===== src/rtl/iq_gen_deadlock_pkg.sv =====
// Shared types and beat-format constants for the HLS deadlock reporter.
package iq_gen_deadlock_pkg;

    typedef enum logic [1:0] {
        IDLE,
        QUAL,
        REPORT,
        HOLD
    } state_t;

    localparam int MALFORMED_BIT = 7;
    localparam int CHAN_LSB      = 0;
    localparam int CHAN_W        = 4;

    localparam logic [7:0] UNATTRIB_BEAT = 8'hFF;
    localparam int         TS_BEATS      = 4;

    // Index of the lowest set bit; 0 when the mask is empty.
    function automatic logic [3:0] lowest_set(input logic [15:0] mask);
        lowest_set = 4'd0;
        for (int i = 15; i >= 0; i--) begin
            if (mask[i]) lowest_set = 4'(i);
        end
    endfunction

    function automatic logic [7:0] chan_beat(input logic malformed, input logic [3:0] chan);
        chan_beat = '0;
        chan_beat[MALFORMED_BIT] = malformed;
        chan_beat[CHAN_LSB +: CHAN_W] = chan;
    endfunction

endpackage


===== src/rtl/iq_gen_hls_deadlock_reporter_if.sv =====
// AXI-Stream style report channel carried from the deadlock reporter to its consumer.
interface iq_gen_hls_deadlock_reporter_if;
    logic [7:0] rpt_tdata;
    logic       rpt_tvalid;
    logic       rpt_tready;
    logic       rpt_tlast;

    modport master (
        output rpt_tdata,
        output rpt_tvalid,
        output rpt_tlast,
        input  rpt_tready
    );

    modport slave (
        input  rpt_tdata,
        input  rpt_tvalid,
        input  rpt_tlast,
        output rpt_tready
    );
endinterface


===== src/rtl/iq_gen_deadlock_nibble_decode.sv =====
// Combinational decode of the frozen block-info snapshot into per-channel flags.
module iq_gen_deadlock_nibble_decode #(
    parameter int NUM_AXIS = 4
) (
    input  logic [4*NUM_AXIS-1:0] snapshot,
    output logic [NUM_AXIS-1:0]   reported,
    output logic [NUM_AXIS-1:0]   malformed
);

    generate
        for (genvar gi = 0; gi < NUM_AXIS; gi++) begin : g_chan
            // A well-formed blocked nibble is one-cold at bit (channel mod 4).
            localparam logic [3:0] ONE_COLD = ~(4'h1 << (gi % 4));
            logic [3:0] nib;
            assign nib            = snapshot[4*gi +: 4];
            assign reported[gi]   = (nib != 4'h0);
            assign malformed[gi]  = (nib != 4'h0) && (nib != ONE_COLD);
        end
    endgenerate

endmodule


===== src/rtl/iq_gen_hls_deadlock_reporter.sv =====
// Qualifies a persistent monitor block and streams one report beat per blocked channel.
// Define DEADLOCK_RPT_TIMESTAMP_EN to append a 4-beat capture timestamp to each report.
module iq_gen_hls_deadlock_reporter
    import iq_gen_deadlock_pkg::*;
#(
    parameter int NUM_AXIS = 4,
    parameter int THRESH_W = 16
) (
    input  logic                          clock,
    input  logic                          reset,
    input  logic                          block,
    input  logic [4*NUM_AXIS-1:0]         axis_block_info,
    input  logic [THRESH_W-1:0]           threshold,
    input  logic                          clear,
    iq_gen_hls_deadlock_reporter_if.master rpt,
    output logic                          deadlock
);

`ifdef DEADLOCK_RPT_TIMESTAMP_EN
    localparam bit TS_EN = 1'b1;
    logic [31:0] ts_ctr_reg, ts_cap_reg, ts_cap_next;
    logic [2:0]  ts_idx_reg, ts_idx_next;
`else
    localparam bit TS_EN = 1'b0;
`endif

    state_t                 state_reg, state_next;
    logic [THRESH_W-1:0]    cnt_reg, cnt_next, thr_eff;
    logic [4*NUM_AXIS-1:0]  snap_reg, snap_next;
    logic [NUM_AXIS-1:0]    pend_reg, pend_next, rep_vec, mal_vec, src_mask, pend_after;
    logic [7:0]             tdata_reg, tdata_next, ch_beat;
    logic                   tvalid_reg, tvalid_next, tlast_reg, tlast_next;
    logic                   dead_reg, dead_next, ch_final;
    logic [3:0]             ch_idx;
    logic [15:0]            mal_ext;

    iq_gen_deadlock_nibble_decode #(.NUM_AXIS(NUM_AXIS)) u_decode (
        .snapshot  (snap_reg),
        .reported  (rep_vec),
        .malformed (mal_vec)
    );

    assign thr_eff = (threshold == '0) ? THRESH_W'(1) : threshold;

    // First beat scans the whole snapshot; later beats scan what is still pending.
    assign src_mask = tvalid_reg ? pend_reg : rep_vec;
    assign ch_idx   = lowest_set(16'(src_mask));
    assign mal_ext  = 16'(mal_vec);
    assign ch_beat  = chan_beat(mal_ext[ch_idx], ch_idx);
    assign ch_final = (pend_after == '0) && !TS_EN;

    generate
        for (genvar gi = 0; gi < NUM_AXIS; gi++) begin : g_pend
            assign pend_after[gi] = src_mask[gi] && (ch_idx != 4'(gi));
        end
    endgenerate

    always_comb begin
        state_next  = state_reg;
        cnt_next    = cnt_reg;
        snap_next   = snap_reg;
        pend_next   = pend_reg;
        tdata_next  = tdata_reg;
        tvalid_next = tvalid_reg;
        tlast_next  = tlast_reg;
        dead_next   = dead_reg;
`ifdef DEADLOCK_RPT_TIMESTAMP_EN
        ts_cap_next = ts_cap_reg;
        ts_idx_next = ts_idx_reg;
`endif
        case (state_reg)
            IDLE: begin
                if (block) begin
                    state_next = QUAL;
                    cnt_next   = THRESH_W'(1);
                end
            end
            QUAL: begin
                if (cnt_reg >= thr_eff) begin
                    snap_next  = axis_block_info;
                    state_next = REPORT;
                    cnt_next   = '0;
`ifdef DEADLOCK_RPT_TIMESTAMP_EN
                    ts_cap_next = ts_ctr_reg;
`endif
                end else if (block) begin
                    if (cnt_reg != '1) cnt_next = cnt_reg + THRESH_W'(1);
                end else begin
                    state_next = IDLE;
                    cnt_next   = '0;
                end
            end
            REPORT: begin
                if (!tvalid_reg) begin
                    tvalid_next = 1'b1;
`ifdef DEADLOCK_RPT_TIMESTAMP_EN
                    ts_idx_next = '0;
`endif
                    if (rep_vec == '0) begin
                        tdata_next = UNATTRIB_BEAT;
                        pend_next  = '0;
                        tlast_next = !TS_EN;
                    end else begin
                        tdata_next = ch_beat;
                        pend_next  = pend_after;
                        tlast_next = ch_final;
                    end
                end else if (rpt.rpt_tready) begin
                    if (tlast_reg) begin
                        tvalid_next = 1'b0;
                        tlast_next  = 1'b0;
                        tdata_next  = '0;
                        dead_next   = 1'b1;
                        state_next  = HOLD;
                    end
`ifdef DEADLOCK_RPT_TIMESTAMP_EN
                    else if (pend_reg == '0) begin
                        tdata_next  = ts_cap_reg[{ts_idx_reg[1:0], 3'b000} +: 8];
                        tlast_next  = (ts_idx_reg == 3'(TS_BEATS - 1));
                        ts_idx_next = ts_idx_reg + 3'd1;
                    end
`endif
                    else begin
                        tdata_next = ch_beat;
                        pend_next  = pend_after;
                        tlast_next = ch_final;
                    end
                end
            end
            HOLD: begin
                if (clear) begin
                    state_next = IDLE;
                    dead_next  = 1'b0;
                end
            end
            default: state_next = IDLE;
        endcase
    end

    always_ff @(posedge clock or negedge reset) begin
        if (!reset) begin
            state_reg  <= IDLE;
            cnt_reg    <= '0;
            snap_reg   <= '0;
            pend_reg   <= '0;
            tdata_reg  <= '0;
            tvalid_reg <= 1'b0;
            tlast_reg  <= 1'b0;
            dead_reg   <= 1'b0;
`ifdef DEADLOCK_RPT_TIMESTAMP_EN
            ts_ctr_reg <= '0;
            ts_cap_reg <= '0;
            ts_idx_reg <= '0;
`endif
        end else begin
            state_reg  <= state_next;
            cnt_reg    <= cnt_next;
            snap_reg   <= snap_next;
            pend_reg   <= pend_next;
            tdata_reg  <= tdata_next;
            tvalid_reg <= tvalid_next;
            tlast_reg  <= tlast_next;
            dead_reg   <= dead_next;
`ifdef DEADLOCK_RPT_TIMESTAMP_EN
            ts_ctr_reg <= ts_ctr_reg + 32'd1;
            ts_cap_reg <= ts_cap_next;
            ts_idx_reg <= ts_idx_next;
`endif
        end
    end

    assign rpt.rpt_tdata  = tdata_reg;
    assign rpt.rpt_tvalid = tvalid_reg;
    assign rpt.rpt_tlast  = tlast_reg;
    assign deadlock       = dead_reg;

endmodule


===== src/flat_wrapper.sv =====
// flat-port wrapper written by rule: the top's interface ports become plain ports
module iq_gen_hls_deadlock_reporter_flat import iq_gen_deadlock_pkg::*;
#(
    parameter int NUM_AXIS = 4,
    parameter int THRESH_W = 16
)
  (clock, reset, block, axis_block_info, threshold, clear, deadlock, rpt_rpt_tdata, rpt_rpt_tvalid, rpt_rpt_tlast, rpt_rpt_tready);
  iq_gen_hls_deadlock_reporter_if rpt_i ();
  input  logic clock;
  input  logic reset;
  input  logic block;
  input  logic [4*NUM_AXIS-1:0] axis_block_info;
  input  logic [THRESH_W-1:0] threshold;
  input  logic clear;
  output logic deadlock;
  output wire logic [$bits(rpt_i.rpt_tdata)-1:0] rpt_rpt_tdata;
  output wire logic [$bits(rpt_i.rpt_tvalid)-1:0] rpt_rpt_tvalid;
  output wire logic [$bits(rpt_i.rpt_tlast)-1:0] rpt_rpt_tlast;
  input wire logic [$bits(rpt_i.rpt_tready)-1:0] rpt_rpt_tready;
  assign rpt_rpt_tdata = rpt_i.rpt_tdata;
  assign rpt_rpt_tvalid = rpt_i.rpt_tvalid;
  assign rpt_rpt_tlast = rpt_i.rpt_tlast;
  assign rpt_i.rpt_tready = rpt_rpt_tready;
  iq_gen_hls_deadlock_reporter #(.NUM_AXIS(NUM_AXIS), .THRESH_W(THRESH_W)) u_core (.clock(clock), .reset(reset), .block(block), .axis_block_info(axis_block_info), .threshold(threshold), .clear(clear), .rpt(rpt_i), .deadlock(deadlock));
endmodule

===== config.mk =====
export PLATFORM = sky130hd
export DESIGN_NAME = iq_gen_hls_deadlock_reporter_flat
export DESIGN_NICKNAME = d
export VERILOG_FILES = /design/src/rtl/iq_gen_deadlock_pkg.sv /design/src/rtl/iq_gen_hls_deadlock_reporter_if.sv /design/src/rtl/iq_gen_deadlock_nibble_decode.sv /design/src/rtl/iq_gen_hls_deadlock_reporter.sv /design/src/flat_wrapper.sv
export SDC_FILE = /design/constraint.sdc
export NUM_CORES = 1
export LEC_CHECK = 0
export ABC_AREA = 1
export BUFFER_PORTS_ARGS = -buffer_cell sky130_fd_sc_hd__buf_2
export CELL_PAD_IN_SITES_DETAIL_PLACEMENT = 0
export CELL_PAD_IN_SITES_GLOBAL_PLACEMENT = 1
export CORE_MARGIN = 1.5
export CORE_UTILIZATION = 32
export CTS_BUF_LIST = sky130_fd_sc_hd__clkbuf_8
export DETAILED_ROUTE_END_ITERATION = 7
export PLACE_DENSITY_LB_ADDON = 0.1
export REMOVE_ABC_BUFFERS = 1
export SETUP_SLACK_MARGIN = 0.4
export SLEW_MARGIN = 20
export SYNTH_ARGS = -nofsm -noshare
export SYNTH_HDL_FRONTEND = slang
export SYNTH_SLANG_ARGS = --single-unit

===== constraint.sdc =====
create_clock -name clock -period 6 [get_ports clock]
set_input_delay 0.6 -clock clock [delete_from_list [all_inputs] [get_ports clock]]
set_output_delay 0.6 -clock clock [all_outputs]
set_load 0.05 [all_outputs]

==> flow_metrics.env, run 1 <==
export IMPL_status="finished, final reports clean"
export IMPL_cts_root_buf="clkbuf_8"
export IMPL_start_util_pct=32.9
export IMPL_final_core_util_pct=37.4
export IMPL_via_count=2792
export IMPL_synth_area_leaders="dfrtp_1 37%, nand2_1 18%, nand3_1 7.1%, ha_1 7.0%, inv_1 6.5%"
export IMPL_io_pins=48
export IMPL_ys_seq_area_share_pct=37.2
export IMPL_yosysUniqueCellTypes=34
export IMPL_rrSetupSlack_ns=3.11
export IMPL_clkTransAtPathRegs_ns=0.10
export IMPL_gp_congestion=0.754
export IMPL_ant_nets=0
export IMPL_cp_endpoint="u_core.snap_reg[5]$_DFFE_PN0P_"
export IMPL_drc=0
export IMPL_skew_ns=0.00953
export IMPL_nets=528
export IMPL_wl_per_cell_um=13.2
export IMPL_portBuffers=47
export IMPL_final_cell_area_sq_um=3440
export IMPL_hp_class="in -> async"
export IMPL_final_cells=586
export IMPL_syn2layout_area_growth_pct=13.7
export IMPL_crit_start="threshold[13]"
export IMPL_fp_dieH_um=100
export IMPL_cp_end_kind="register"
export IMPL_dp_hpwl_um=5840
export IMPL_row_count=35
export IMPL_cts_buffer_depth=2
export IMPL_synth_seq_cells=45
export IMPL_antenna_found_initial=0
export IMPL_cp_max_fo=22
export IMPL_powerDensity_nw_per_um2=263
export IMPL_syn_area_sq_um=3020
export IMPL_post_cts_setup_buffer_count=0
export IMPL_total_power_uw=905
export IMPL_yosys_area_top_type="dfrtp_1"
export IMPL_critPathKind="in -> reg"
export IMPL_die_w_um=100
export IMPL_core_area_sq_um=9200
export IMPL_placed_cells=578
export IMPL_cellLeakagePower_uw=0.00190
export IMPL_drtIter0Drc=80
export IMPL_n_antenna_cell=0
export IMPL_fin_setup_tns_ns=0
export IMPL_cts_sinks=45
export IMPL_reg2regPathDepth=8
export IMPL_drv_slew=0
export IMPL_relSlewSlack_pct=35.1
export IMPL_finalHoldViolCount=0
export IMPL_max_vdd_ir_drop_mv=0.114
export IMPL_ys_warn_count=0
export IMPL_layout_drive_gt1_share_pct=14.9
export IMPL_grt_pass1_vias=2647
export IMPL_fmaxAchievable_mhz=312
export IMPL_arrival_ns=3.43
export IMPL_placed_area_sq_um=3340
export IMPL_rsz0062_at_grt="false"
export IMPL_synth_top_area_share_pct=37.2
export IMPL_postCtsHoldBufs=0
export IMPL_r2r_end="u_core.snap_reg[5]$_DFFE_PN0P_"
export IMPL_worstMarginPinSlew_ns=0.973
export IMPL_grt_pass1_wl_um=13200
export IMPL_layout_min_cycle_time_ns=3.21
export IMPL_cap_violations=0
export IMPL_routed_wl_um=7750
export IMPL_numCtsBuffers=5
export IMPL_clk_latency_ns=0.31
export IMPL_fin_crit_sh_pct=53.4
export IMPL_overflow=0
export IMPL_crit_path_start_kind="input pin"
export IMPL_die_area_sq_um=10000
export IMPL_viasPerCell=4.76
export IMPL_cp_required_ns=6.23
export IMPL_finalSetupViolations=0
export IMPL_htree_levels=2
export IMPL_cts_tree="yes"
export IMPL_r2r_start="u_core.cnt_reg[13]$_DFFE_PN0P_"
export IMPL_grt_usage_pct=16.6
export IMPL_grt_max_degree=46
export IMPL_syn_inst=428
export IMPL_syn_avg_cell_area_sq_um=7.07
export IMPL_drt_pass1_iterations=4
export IMPL_cts_resized=0
[layout by cell type (no fill, tap or decap), types with 5 or more instances in the layout]
cell type    n
inv_1       52
nor3_1       6
nor4_1       5
nand3_1     43
nor2_1      42
xor2_1       5
o21ai_0      8
buf_2       47
ha_1        17
nand4_1      7
dfrtp_1     45
a21oi_1     15
nand2_1    145
clkbuf_8     5
[layer usage]
| metal | share of wire, % | global-route usage (%) | up-vias |
|---|---|---|---|
| met5 | 0 | 0 | - |
| met4 | 0.74 | 3.25 | 0 |
| met3 | 4.5 | 2.44 | 6 |
| met2 | 41 | 24.7 | 58 |
| met1 | 54 | 25.5 | 1264 |
| li1 | - | - | 1464 |
[worst min-delay path by stage]
stage,to,startpoint,slack [ns],cells after the start
global route,u_core.cnt_reg[4]$_DFFE_PN0P_,reset,0.42,2
CTS,u_core.cnt_reg[10]$_DFFE_PN0P_,reset,0.40,2
global placement,u_core.pend_reg[1]$_DFFE_PN0P_,u_core.pend_reg[1]$_DFFE_PN0P_,0.47,2
detailed placement,u_core.pend_reg[1]$_DFFE_PN0P_,u_core.pend_reg[1]$_DFFE_PN0P_,0.47,2
finish,u_core.cnt_reg[10]$_DFFE_PN0P_,reset,0.37,2
floorplan,asynchronous set/reset pin,reset,0.30,0
[layout make-up]
class / instances / area [sq um]
Tap cell: 111 / 139
Fill cell: 1025 / 5760
Inverter: 53 / 199
Clock buffer: 5 / 68.8
Timing Repair Buffer: 48 / 243
Multi-Input combinational cell: 321 / 1640
Sequential cell: 45 / 1130
Clock inverter: 3 / 26.3
[cells by family after synthesis]
family,Yosys count,synth area share (%)
AOI/OAI and AO/OA,35,6.87
buffers and inverters,62,8.61
and+or+nand+nor,263,38.5
xor gates and xnor gates,6,1.74
adders and majority gates,17,7.03
DFF,45,37.2
[cells in the mapped netlist]
cell,n
clkbuf_1,3
ha_1,17
o21ai_1,1
a31oi_1,1
buf_8,1
nand4_1,7
nor2_2,2
xor2_1,5
buf_4,4
nand3b_1,1
o21ai_0,8
dfrtp_1,45
buf_2,1
nand3_2,2
a41o_1,1
nor2_1,42
o21bai_1,2
nand3_1,43
nor2_4,4
nand4_4,1
nand2_1,145
inv_1,52
nor4_1,5
xnor2_1,1
and2_0,1
o21a_1,2
a32o_1,1
nor3_1,6
inv_2,1
or2_2,3
o21ai_2,1
o211ai_1,3
a21oi_1,15
nand2_4,1
[power breakdown]
| group | switching [uW] | internal (uW) | total, uW |
|---|---|---|---|
| sequential | 34.6 | 342 | 377 |
| clock | 128 | 87.0 | 215 |
| combinational | 227 | 86.7 | 314 |
| total | 389 | 516 | 905 |
[through the flow]
| stage | worst slack (ns) | hold WS (ns) |
|---|---|---|
| global route | 2.39 | 0.425 |
| detailed placement | 2.44 | 0.474 |
| floorplan | 3.33 | 0.304 |
| finish | 2.79 | 0.372 |
| global placement | 2.54 | 0.470 |
| CTS | 2.78 | 0.403 |
[worst max-delay path: stages]
cell and delay (ns):
buf_2 0.10, nor4_1 0.51, a41o_1 0.25, ha_1 0.22, nand2_1 0.06, nor2_1 0.03, nand2_1 0.06, nand2_1 0.04
nor2_1 0.08, nand2_1 0.06, nand2_1 0.18, nand2_1 0.38, nand2_1 0.66, nor2_1 0.08, a21oi_1 0.13
Note: power is estimated with default switching activity, not from simulation.
==> inputs of run 2 (changes only) <==
- clock period: 6 -> 2.9 ns (I/O delays scaled with it)
==> run 2 against run 1 <==
Sequential cell count unchanged. Largest cell class unchanged. Global-route usage is 0.38 points lower. Critical path type is now reg -> reg. Core utilization grew 0.49 points.
==> flow_metrics.env, run 2 (synthesis results as in run 1) <==
export IMPL_status="finished, final reports clean"
export IMPL_reg2regPathDepth=9
export IMPL_post_cts_setup_buffer_count=0
export IMPL_met2_length_um=3090
export IMPL_rrSetupSlack_ns=0.63
export IMPL_pwr_share_clk_pct=22.3
export IMPL_worstMarginPinSlew_ns=0.504
export IMPL_hp_class="in -> reg"
export IMPL_grt_max_degree=32
export IMPL_layout_common_cells="144 x nand2_1, 52 x inv_1, 47 x buf_2"
export IMPL_grt_pass1_vias=2647
export IMPL_skew_ns=0.00971
export IMPL_core_area_sq_um=9200
export IMPL_syn2layout_area_growth_pct=15.2
export IMPL_final_common_cell="nand2_1"
export IMPL_cts_tree="yes"
export IMPL_p_seq_share_pct=42.1
export IMPL_p_sw_share_pct=42.2
export IMPL_cp_max_fo=8
export IMPL_row_count=35
export IMPL_routed_wl_um=7500
export IMPL_cellLeakagePower_uw=0.00193
export IMPL_n_antenna_cell=0
export IMPL_gp_congestion=0.749
export IMPL_final_cells=592
export IMPL_die_w_um=100
export IMPL_cp_endpoint="u_core.cnt_reg[6]$_DFFE_PN0P_"
export IMPL_comb_power_share_pct=35.6
export IMPL_grt_pass1_wl_um=12800
export IMPL_overflow=0
export IMPL_register_area_sq_um=1130
export IMPL_dp_hpwl_um=5900
export IMPL_drt_pass1_iterations=6
export IMPL_clkTransAtPathRegs_ns=0.10
export IMPL_relSlewSlack_pct=66.1
export IMPL_cts_sinks=45
export IMPL_fmaxAchievable_mhz=441
export IMPL_topRoutingLayerUsed="met4"
export IMPL_layout_min_cycle_time_ns=2.27
export IMPL_cp_required_ns=3.15
export IMPL_fin_setup_tns_ns=0
export IMPL_r2r_start="u_core.cnt_reg[9]$_DFFE_PN0P_"
export IMPL_n_fill_cell=1017
export IMPL_grt_usage_pct=16.2
export IMPL_critPathKind="reg -> reg"
export IMPL_drc=0
export IMPL_drv_slew=0
export IMPL_crit_start="u_core.cnt_reg[9]$_DFFE_PN0P_"
export IMPL_drtIter0Drc=91
export IMPL_portBuffers=47
export IMPL_nets=534
export IMPL_crit_path_start_kind="register"
export IMPL_htree_levels=2
export IMPL_powerDensity_nw_per_um2=530
export IMPL_cp_end_kind="register"
export IMPL_fin_crit_sh_pct=78.2
export IMPL_fp_dieH_um=100
export IMPL_via_count=2776
export IMPL_layout_drive_gt1_share_pct=16.0
export IMPL_wl_met1_um=4060
export IMPL_placed_cells=583
export IMPL_start_util_pct=32.9
export IMPL_max_vdd_ir_drop_mv=0.235
export IMPL_finalSetupViolations=0
export IMPL_numCtsBuffers=5
export IMPL_viasPerCell=4.69
export IMPL_io_pins=48
export IMPL_cts_buffer_depth=2
export IMPL_clk_latency_ns=0.30
export IMPL_cts_root_buf="clkbuf_8"
export IMPL_rsz0062_at_grt="true"
export IMPL_antenna_found_initial=0
export IMPL_met3WireLength_um=297
export IMPL_r2r_end="u_core.cnt_reg[6]$_DFFE_PN0P_"
export IMPL_die_area_sq_um=10000
export IMPL_ant_nets=0
export IMPL_cap_violations=0
export IMPL_finalHoldViolCount=0
export IMPL_wl_per_cell_um=12.7
export IMPL_arrival_ns=2.52
export IMPL_p_sw_uw=779
export IMPL_multi_input_area_sq_um=1640
export IMPL_p_int_uw=1070
run 2: worst min path at each step:
stage / start / endpoint / slack (ns) / cells past startpoint
final: axis_block_info[12] / u_core.snap_reg[12]$_DFFE_PN0P_ / 0.21 / 3
after global placement: reset / u_core.cnt_reg[10]$_DFFE_PN0P_ / 0.24 / 1
after CTS: axis_block_info[12] / u_core.snap_reg[12]$_DFFE_PN0P_ / 0.20 / 3
after global routing: axis_block_info[1] / u_core.snap_reg[1]$_DFFE_PN0P_ / 0.21 / 3
after detailed placement: reset / u_core.cnt_reg[10]$_DFFE_PN0P_ / 0.23 / 1
after floorplan: reset / asynchronous set/reset pin / -0.006 / 0
run 2: routing by layer:
layer | global-route usage, % | vias up
met2 | 25.3 | 50
met3 | 2.44 | 5
met5 | 0 | -
met4 | 3.25 | 0
li1 | - | 1474
met1 | 23.9 | 1247
run 2: final cells by class:
| class | count | area share [%] |
|---|---|---|
| inverter | 53 | 5.71 |
| clock buffer | 5 | 1.97 |
| sequential | 45 | 32.3 |
| tap | 111 | 3.99 |
| timing repair buffer | 54 | 8.33 |
| multi-input combinational | 321 | 47.1 |
| clock inverter | 3 | 0.610 |
run 2: per-stage QoR:
stage / power [uW] / hold slack, ns / instance area (sq um) / setup slack, ns / util, %
finish: 1850 / 0.205 / 3480 / 0.633 / 37.9
global route: 2000 / 0.207 / 3480 / 0.384 / 37.9
CTS: 1880 / 0.195 / 3480 / 0.610 / 37.9
detailed placement: 1460 / 0.234 / 3380 / 0.300 / 36.8
global placement: 1460 / 0.235 / 3380 / 0.368 / 36.8
floorplan: 1250 / -0.00559 / 2960 / 0.539 / -
run 2: power groups by stage:
stage          Sequential, uW  Combinational (uW)  Clock, uW
3_5_place_dp              790                 667          0
4_1_cts                   779                 670        431
3_3_place_gp              790                 665          0
6_report                  777                 656        412
5_1_grt                   792                 753        451
2_1_floorplan             882                 366          0
run 2: critical path, stage by stage (launching register included):
cell and delay [ns]:
dfrtp_1 0.48, ha_1 0.34, nand2_1 0.06, inv_1 0.03
o21bai_1 0.13, a21oi_1 0.11, nor2_2 0.33, nand3_1 0.32
or2_2 0.35, nand2_1 0.07
run 2: timing repair:
action	in CTS	in global routing
hold buffers	1	0
endpoints found under the setup margin	0	2
gates resized for setup	0	1
endpoints found under the hold margin	14	0
